File: src/rtl/arp_scheduler.sv
// Arpeggiator / voice scheduler: sequences held-key slots into one note plus gate,
// with a one-TICK retrigger gap at the start of every step.
module arp_scheduler #(
    parameter int PRESCALE = 48,
    parameter int NOTE_W   = 7
) (
    input  logic              CLK,
    input  logic              RESET_N,
    input  logic              TICK,
    input  logic [3:0]        KEY,
    input  logic [NOTE_W-1:0] FREQ0,
    input  logic [NOTE_W-1:0] FREQ1,
    input  logic [NOTE_W-1:0] FREQ2,
    input  logic [NOTE_W-1:0] FREQ3,
    input  logic              ARP_EN,
    input  logic [15:0]       ARP_TIME,
    input  logic              PingPongEn,
    output logic [NOTE_W-1:0] NOTE,
    output logic              GATE,
    output logic [1:0]        SLOT,
    output logic              STEP_STROBE
);

    localparam int PW = (PRESCALE > 1) ? $clog2(PRESCALE) : 1;
    localparam logic [PW-1:0] PRE_LAST = PW'(PRESCALE - 1);

    localparam logic [1:0] ST_IDLE = 2'd0;
    localparam logic [1:0] ST_GAP  = 2'd1;
    localparam logic [1:0] ST_PLAY = 2'd2;

    logic [1:0]        state;
    logic              dir_up;
    logic [PW-1:0]     pre_cnt;
    logic [15:0]       unit_cnt;

    logic [1:0]        low_slot;
    logic [1:0]        adv_slot;
    logic              adv_dir;
    logic [2:0]        fwd_hit;
    logic [2:0]        rev_hit;
    logic [NOTE_W-1:0] low_freq;
    logic [NOTE_W-1:0] adv_freq;
    logic [NOTE_W-1:0] cur_freq;
    logic [15:0]       step_units;
    logic              pre_wrap;
    logic              expire;

    function automatic logic [1:0] lowest_held(input logic [3:0] k);
        logic [1:0] r;
        r = 2'd0;
        for (int i = 3; i >= 0; i--) begin
            if (k[i]) r = 2'(i);
        end
        return r;
    endfunction

    // Nearest held slot strictly above (up=1) or below (up=0) s; bit 2 flags a hit.
    function automatic logic [2:0] search(input logic [3:0] k, input logic [1:0] s,
                                          input logic up);
        logic [2:0] r;
        r = {1'b0, s};
        if (up) begin
            for (int i = 3; i >= 0; i--) begin
                if (k[i] && (i > int'(s))) r = {1'b1, 2'(i)};
            end
        end else begin
            for (int i = 0; i < 4; i++) begin
                if (k[i] && (i < int'(s))) r = {1'b1, 2'(i)};
            end
        end
        return r;
    endfunction

    function automatic logic [NOTE_W-1:0] pick(input logic [1:0] s,
                                               input logic [NOTE_W-1:0] f0,
                                               input logic [NOTE_W-1:0] f1,
                                               input logic [NOTE_W-1:0] f2,
                                               input logic [NOTE_W-1:0] f3);
        logic [NOTE_W-1:0] r;
        case (s)
            2'd0:    r = f0;
            2'd1:    r = f1;
            2'd2:    r = f2;
            default: r = f3;
        endcase
        return r;
    endfunction

    always_comb begin
        low_slot = lowest_held(KEY);
        fwd_hit  = search(KEY, SLOT, PingPongEn ? dir_up : 1'b1);
        rev_hit  = search(KEY, SLOT, PingPongEn ? ~dir_up : 1'b0);
        adv_slot = SLOT;
        adv_dir  = 1'b1;
        if (!PingPongEn) begin
            adv_slot = fwd_hit[2] ? fwd_hit[1:0] : low_slot;
        end else if (fwd_hit[2]) begin
            adv_slot = fwd_hit[1:0];
            adv_dir  = dir_up;
        end else if (rev_hit[2]) begin
            adv_slot = rev_hit[1:0];
            adv_dir  = ~dir_up;
        end else begin
            adv_dir  = dir_up;
        end
        low_freq   = pick(low_slot, FREQ0, FREQ1, FREQ2, FREQ3);
        adv_freq   = pick(adv_slot, FREQ0, FREQ1, FREQ2, FREQ3);
        cur_freq   = pick(SLOT, FREQ0, FREQ1, FREQ2, FREQ3);
        step_units = (ARP_TIME == 16'd0) ? 16'd1 : ARP_TIME;
        pre_wrap   = (pre_cnt == PRE_LAST);
        // ARP_TIME is compared live, so a shortened step ends at the next unit wrap.
        expire     = pre_wrap && (({1'b0, unit_cnt} + 17'd1) >= {1'b0, step_units});
    end

    always_ff @(posedge CLK or negedge RESET_N) begin
        if (!RESET_N) begin
            state       <= ST_IDLE;
            dir_up      <= 1'b1;
            pre_cnt     <= '0;
            unit_cnt    <= '0;
            NOTE        <= '0;
            GATE        <= 1'b0;
            SLOT        <= 2'd0;
            STEP_STROBE <= 1'b0;
        end else begin
            STEP_STROBE <= 1'b0;
            if (!ARP_EN) begin
                state <= ST_IDLE;
                GATE  <= |KEY;
                if (|KEY) begin
                    SLOT <= low_slot;
                    NOTE <= low_freq;
                end
            end else begin
                case (state)
                    ST_IDLE: begin
                        GATE <= 1'b0;
                        if (|KEY) begin
                            SLOT        <= low_slot;
                            NOTE        <= low_freq;
                            STEP_STROBE <= 1'b1;
                            pre_cnt     <= '0;
                            unit_cnt    <= '0;
                            dir_up      <= 1'b1;
                            state       <= ST_GAP;
                        end
                    end
                    ST_GAP, ST_PLAY: begin
                        if (KEY == 4'd0) begin
                            state <= ST_IDLE;
                            GATE  <= 1'b0;
                        end else if (!KEY[SLOT] || (TICK && expire)) begin
                            // Release of the sounding slot wins over a coincident TICK.
                            SLOT        <= adv_slot;
                            NOTE        <= adv_freq;
                            dir_up      <= adv_dir;
                            STEP_STROBE <= 1'b1;
                            pre_cnt     <= '0;
                            unit_cnt    <= '0;
                            GATE        <= 1'b0;
                            state       <= ST_GAP;
                        end else begin
                            NOTE <= cur_freq;
                            if (TICK) begin
                                if (pre_wrap) begin
                                    pre_cnt  <= '0;
                                    unit_cnt <= unit_cnt + 16'd1;
                                end else begin
                                    pre_cnt  <= pre_cnt + PW'(1);
                                end
                                if (state == ST_GAP) begin
                                    state <= ST_PLAY;
                                    GATE  <= 1'b1;
                                end
                            end
                        end
                    end
                    default: begin
                        state <= ST_IDLE;
                        GATE  <= 1'b0;
                    end
                endcase
            end
        end
    end

endmodule

File: config.mk
export PLATFORM = sky130hd
export DESIGN_NAME = arp_scheduler
export DESIGN_NICKNAME = d
export VERILOG_FILES = /design/src/rtl/arp_scheduler.sv
export SDC_FILE = /design/constraint.sdc
export NUM_CORES = 1
export LEC_CHECK = 0
export CORE_AREA = 4 4 99 92
export DETAILED_ROUTE_END_ITERATION = 16
export DIE_AREA = 0 0 103 96
export HOLD_SLACK_MARGIN = 0.06
export PLACE_DENSITY = 0.69
export SLEW_MARGIN = 5
export SYNTH_ARGS = -nofsm -noshare
export SYNTH_HDL_FRONTEND = slang
export SYNTH_SLANG_ARGS = --single-unit
File: constraint.sdc
create_clock -name CLK -period 4.9 [get_ports CLK]
set_input_delay 0.98 -clock CLK [delete_from_list [all_inputs] [get_ports CLK]]
set_output_delay 0.98 -clock CLK [all_outputs]
set_load 0.02 [all_outputs]
==> out/metrics.csv, run 1 <==
metric;value;unit
critical_path_depth_in_cells;14;
groute.layer.met2.usage;31.5;%
reg2reg_depth;14;
die_area;9890;sq um
commonest_cells_after_routing_fill_and_taps_aside;sky130_fd_sc_hd__clkdlybuf4s50_1, sky130_fd_sc_hd__nand2_1, sky130_fd_sc_hd__dfrtp_1;
post_cts_resized;0;
height_of_the_die;96;microns
switching_power;0.661;mW
synth.top_cell.area_share;24.6;%
internal-power;0.856;mW
grt_start_max_net_pins;37;
netlist-cell-type-count;61;
global_route.overflow_total;0;
run_status;finished clean;
slew-limit-headroom;37.2;%
dp.final_hpwl;7120;microns
port-buffer-count;63;
antennaDiodeCount;0;
cts-buffers-inserted;5;
floorplan.die.width;103;microns
fin_crit;4.24;ns
drt_drc_violations_left;0;
synth-seq-cells;36;
synthFlopType;sky130_fd_sc_hd__dfrtp_1;
finish.net_count;551;
final_min_period_over_clock_period;86.5;%
grtUsageTotal;19.7;%
synth.yosys.seq_area_share;25.4;%
critical_path.endpoint_type;flip-flop;
gr-usage-met3;2.54;%
syn2layout_area_growth;22.0;%
worst_path_arrival;4.38;ns
placedCellCount;569;
irDropWorstVdd;0.170;mV
clock-sinks;36;
path_clk_slew;0.07;ns
req_time_crit_path;5.04;ns
via_count;3407;
clock_latency;0.29;ns
post_synth_instance_area;3550;sq um
ys_async_sr_fraction;100;%
highest_achievable_clock_rate;0.236;GHz
initial_core_util;44.5;%
cts.hold.buffers_added;0;
cpPeakStageDelay;0.48;ns
post-cts-setup-buffers;0;
use_met1;28.4;%
tritoncts;yes;
whs_path_depth;2;
power.switching_fraction;43.6;%
power_per_cell_area;350;nW/um^2
clock_tree.buffer_depth;2;
critical-path-slowest-cell;sky130_fd_sc_hd__nor3b_2;
clock_power_share;15.1;%
synth_area_leader_cell;sky130_fd_sc_hd__dfrtp_1;
final_max_tran_viols;0;
wl_per_cell;16.1;microns
detail_route.first_pass.iterations;4;
placementRows;31;
syn_area_per_cell;8.31;sq um
final_common_cell;sky130_fd_sc_hd__clkdlybuf4s50_1;
drt-total-wl;9250;microns
drv.max_cap_violation_count;0;
detail_route.vias_per_cell;5.91;
antenna_violations_before_repair;0;
worstPathCellList;ha_1 -> nand4_1 -> nor3_1 -> and3_1 -> nor2b_1 -> or2_2 -> ha_1 -> nand4_1 -> nor4_1 -> a211o_1 -> a2bb2oi_1 -> nand2_1 -> nor3b_2 -> a221oi_1;
buffers_inverters_on_critical_path;0;
drtIter0Drc;171;
report.final.setup_viol;0;
busiest_layer;met2;
tightest_slew;0.941;ns
finalClockSkew;0.00733;ns
drive_gt1_share;8.39;%
power.share.sequential;29.0;%
detail-route-antenna-nets;0;
root_buffer;sky130_fd_sc_hd__clkbuf_8;
timing_worst_setup_path_type;flip-flop to flip-flop;
final-instance-count-excl-fill;576;
number_of_global_route_vias_before_repair;3238;
top_level_ports;64;
cp_top_family;simple AND/OR/NAND/NOR gates;
ys_top_cells_by_area;sky130_fd_sc_hd__dfrtp_1, sky130_fd_sc_hd__ha_1, sky130_fd_sc_hd__mux4_2, sky130_fd_sc_hd__mux2i_1, sky130_fd_sc_hd__nand2_1;
rsz0062_at_grt;no;
grt_pass1_wl;15800;microns
setup-tns-final;0;ns
gp_congestion;0.853;
p_comb_share;55.9;%
synthCells;428;
core-area;7990;sq um
critPathLaunchType;flip-flop;
worst-path-max-fanout;8;
postSynthNetCount;502;
h-tree-depth;2;
ys_warn_count;0;
power.leakage;1.90;nW
synth-edff-count;0;
placement_stage_cell_area;4240;sq um
final-hold-violation-count;0;
hold_path.class;flip-flop to flip-flop;
utilization_of_the_core_after_routing;54.3;%
fin_area;4340;sq um
==> sequential cells by signal (all words and copies together) (netlist names) <==
name         flops
state            2
STEP_STROBE      1
NOTE             7
pre_cnt          6
SLOT             2
GATE             1
unit_cnt        16
dir_up           1
==> synth_stat cells (2+ instances only) <==
cell	instances
sky130_fd_sc_hd__a32o_1	11
sky130_fd_sc_hd__a2bb2oi_1	4
sky130_fd_sc_hd__inv_1	22
sky130_fd_sc_hd__nor2b_1	10
sky130_fd_sc_hd__buf_2	10
sky130_fd_sc_hd__nand4_1	3
sky130_fd_sc_hd__mux2i_1	15
sky130_fd_sc_hd__nand3_1	15
sky130_fd_sc_hd__or3b_1	2
sky130_fd_sc_hd__nand2_1	39
sky130_fd_sc_hd__xor2_1	5
sky130_fd_sc_hd__o31ai_1	17
sky130_fd_sc_hd__nor4_1	7
sky130_fd_sc_hd__a211o_1	4
sky130_fd_sc_hd__a31oi_1	4
sky130_fd_sc_hd__dfrtp_1	35
sky130_fd_sc_hd__nor3b_1	8
sky130_fd_sc_hd__a41o_1	2
sky130_fd_sc_hd__nor3_1	17
sky130_fd_sc_hd__nor2_1	32
sky130_fd_sc_hd__clkbuf_1	14
sky130_fd_sc_hd__xnor2_1	7
sky130_fd_sc_hd__and2_1	2
sky130_fd_sc_hd__o32ai_1	2
sky130_fd_sc_hd__ha_1	21
sky130_fd_sc_hd__nand2b_1	9
sky130_fd_sc_hd__and3_1	5
sky130_fd_sc_hd__or2_2	3
sky130_fd_sc_hd__a221oi_1	7
sky130_fd_sc_hd__a21oi_1	25
sky130_fd_sc_hd__a22oi_1	2
sky130_fd_sc_hd__buf_1	4
sky130_fd_sc_hd__o21ai_0	18
sky130_fd_sc_hd__mux2_2	7
sky130_fd_sc_hd__o21bai_1	3
sky130_fd_sc_hd__a21o_1	5
sky130_fd_sc_hd__mux4_2	8
==> worst reg2reg max path: cells and delay by family, from the launching register on <==
| kind | cells | cell delay (ns) |
|---|---|---|
| AOI/OAI and AO/OA | 3 | 0.63 |
| adders and majority gates | 2 | 0.53 |
| DFF | 1 | 0.43 |
| and+or+nand+nor | 9 | 2.50 |
==> cell type report <==
| class | count | area [sq um] |
|---|---|---|
| Timing Repair Buffer | 71 | 691 |
| Inverter | 22 | 82.6 |
| Clock buffer | 7 | 96.3 |
| Tap cell | 99 | 124 |
| Multi-Input combinational cell | 341 | 2440 |
| Sequential cell | 36 | 902 |
| Fill cell | 729 | 3650 |
==> cell families after synthesis <==
group,count (synthesis),synth area share (%)
compound gates,115,23.1
xor+xnor,12,2.96
fa+ha+maj,21,7.39
buf+inv,51,5.95
flops,36,25.4
mux,30,11.5
simple gates,163,23.8
==> per-stage QoR <==
| step | hold WS, ns | setup WS [ns] | total power [mW] |
|---|---|---|---|
| final | 0.523 | 0.661 | 1.52 |
| after global routing | 0.550 | 0.145 | 1.64 |
| after CTS | 0.527 | 0.629 | 1.53 |
| after detailed placement | 0.511 | 0.638 | 1.29 |
| after global placement | 0.501 | 0.815 | 1.29 |
| after floorplan | 0.476 | 1.25 | 1.03 |
==> path summary, 6_finish.rpt <==
check	start	end	slack, ns
min in group asynchronous	RESET_N	GATE	1.11
min reg2reg	pre_cnt[1]	pre_cnt[1]	0.52
max in group asynchronous	RESET_N	dir_up	3.43
min	pre_cnt[1]	pre_cnt[1]	0.52
max	unit_cnt[0]	NOTE[0]	0.66
max reg2reg	unit_cnt[0]	NOTE[0]	0.66
==> power groups by stage <==
stage | combinational, mW | sequential [mW] | clock [mW]
after floorplan | 0.592 | 0.443 | 0
after global placement | 0.840 | 0.448 | 0
after detailed placement | 0.846 | 0.448 | 0
after CTS | 0.849 | 0.443 | 0.236
after global routing | 0.934 | 0.455 | 0.250
final | 0.848 | 0.440 | 0.229
==> routing by layer <==
layer | wire length, microns | vias to the layer above
met5 | 0 | -
met4 | 68 | 0
met3 | 601 | 5
met2 | 4280 | 118
met1 | 4300 | 1589
li1 | - | 1695
Note: power is estimated with default switching activity, not from simulation.
==> inputs of run 2 (changes only) <==
--- a/config.mk
+++ b/config.mk
@@ -14,3 +14,4 @@
 export SYNTH_ARGS = -nofsm -noshare
 export SYNTH_HDL_FRONTEND = slang
 export SYNTH_SLANG_ARGS = --single-unit
+export TNS_END_PERCENT = 10
==> results of run 2 <==
Final layout, timing and power as in run 1 (identical DEF).
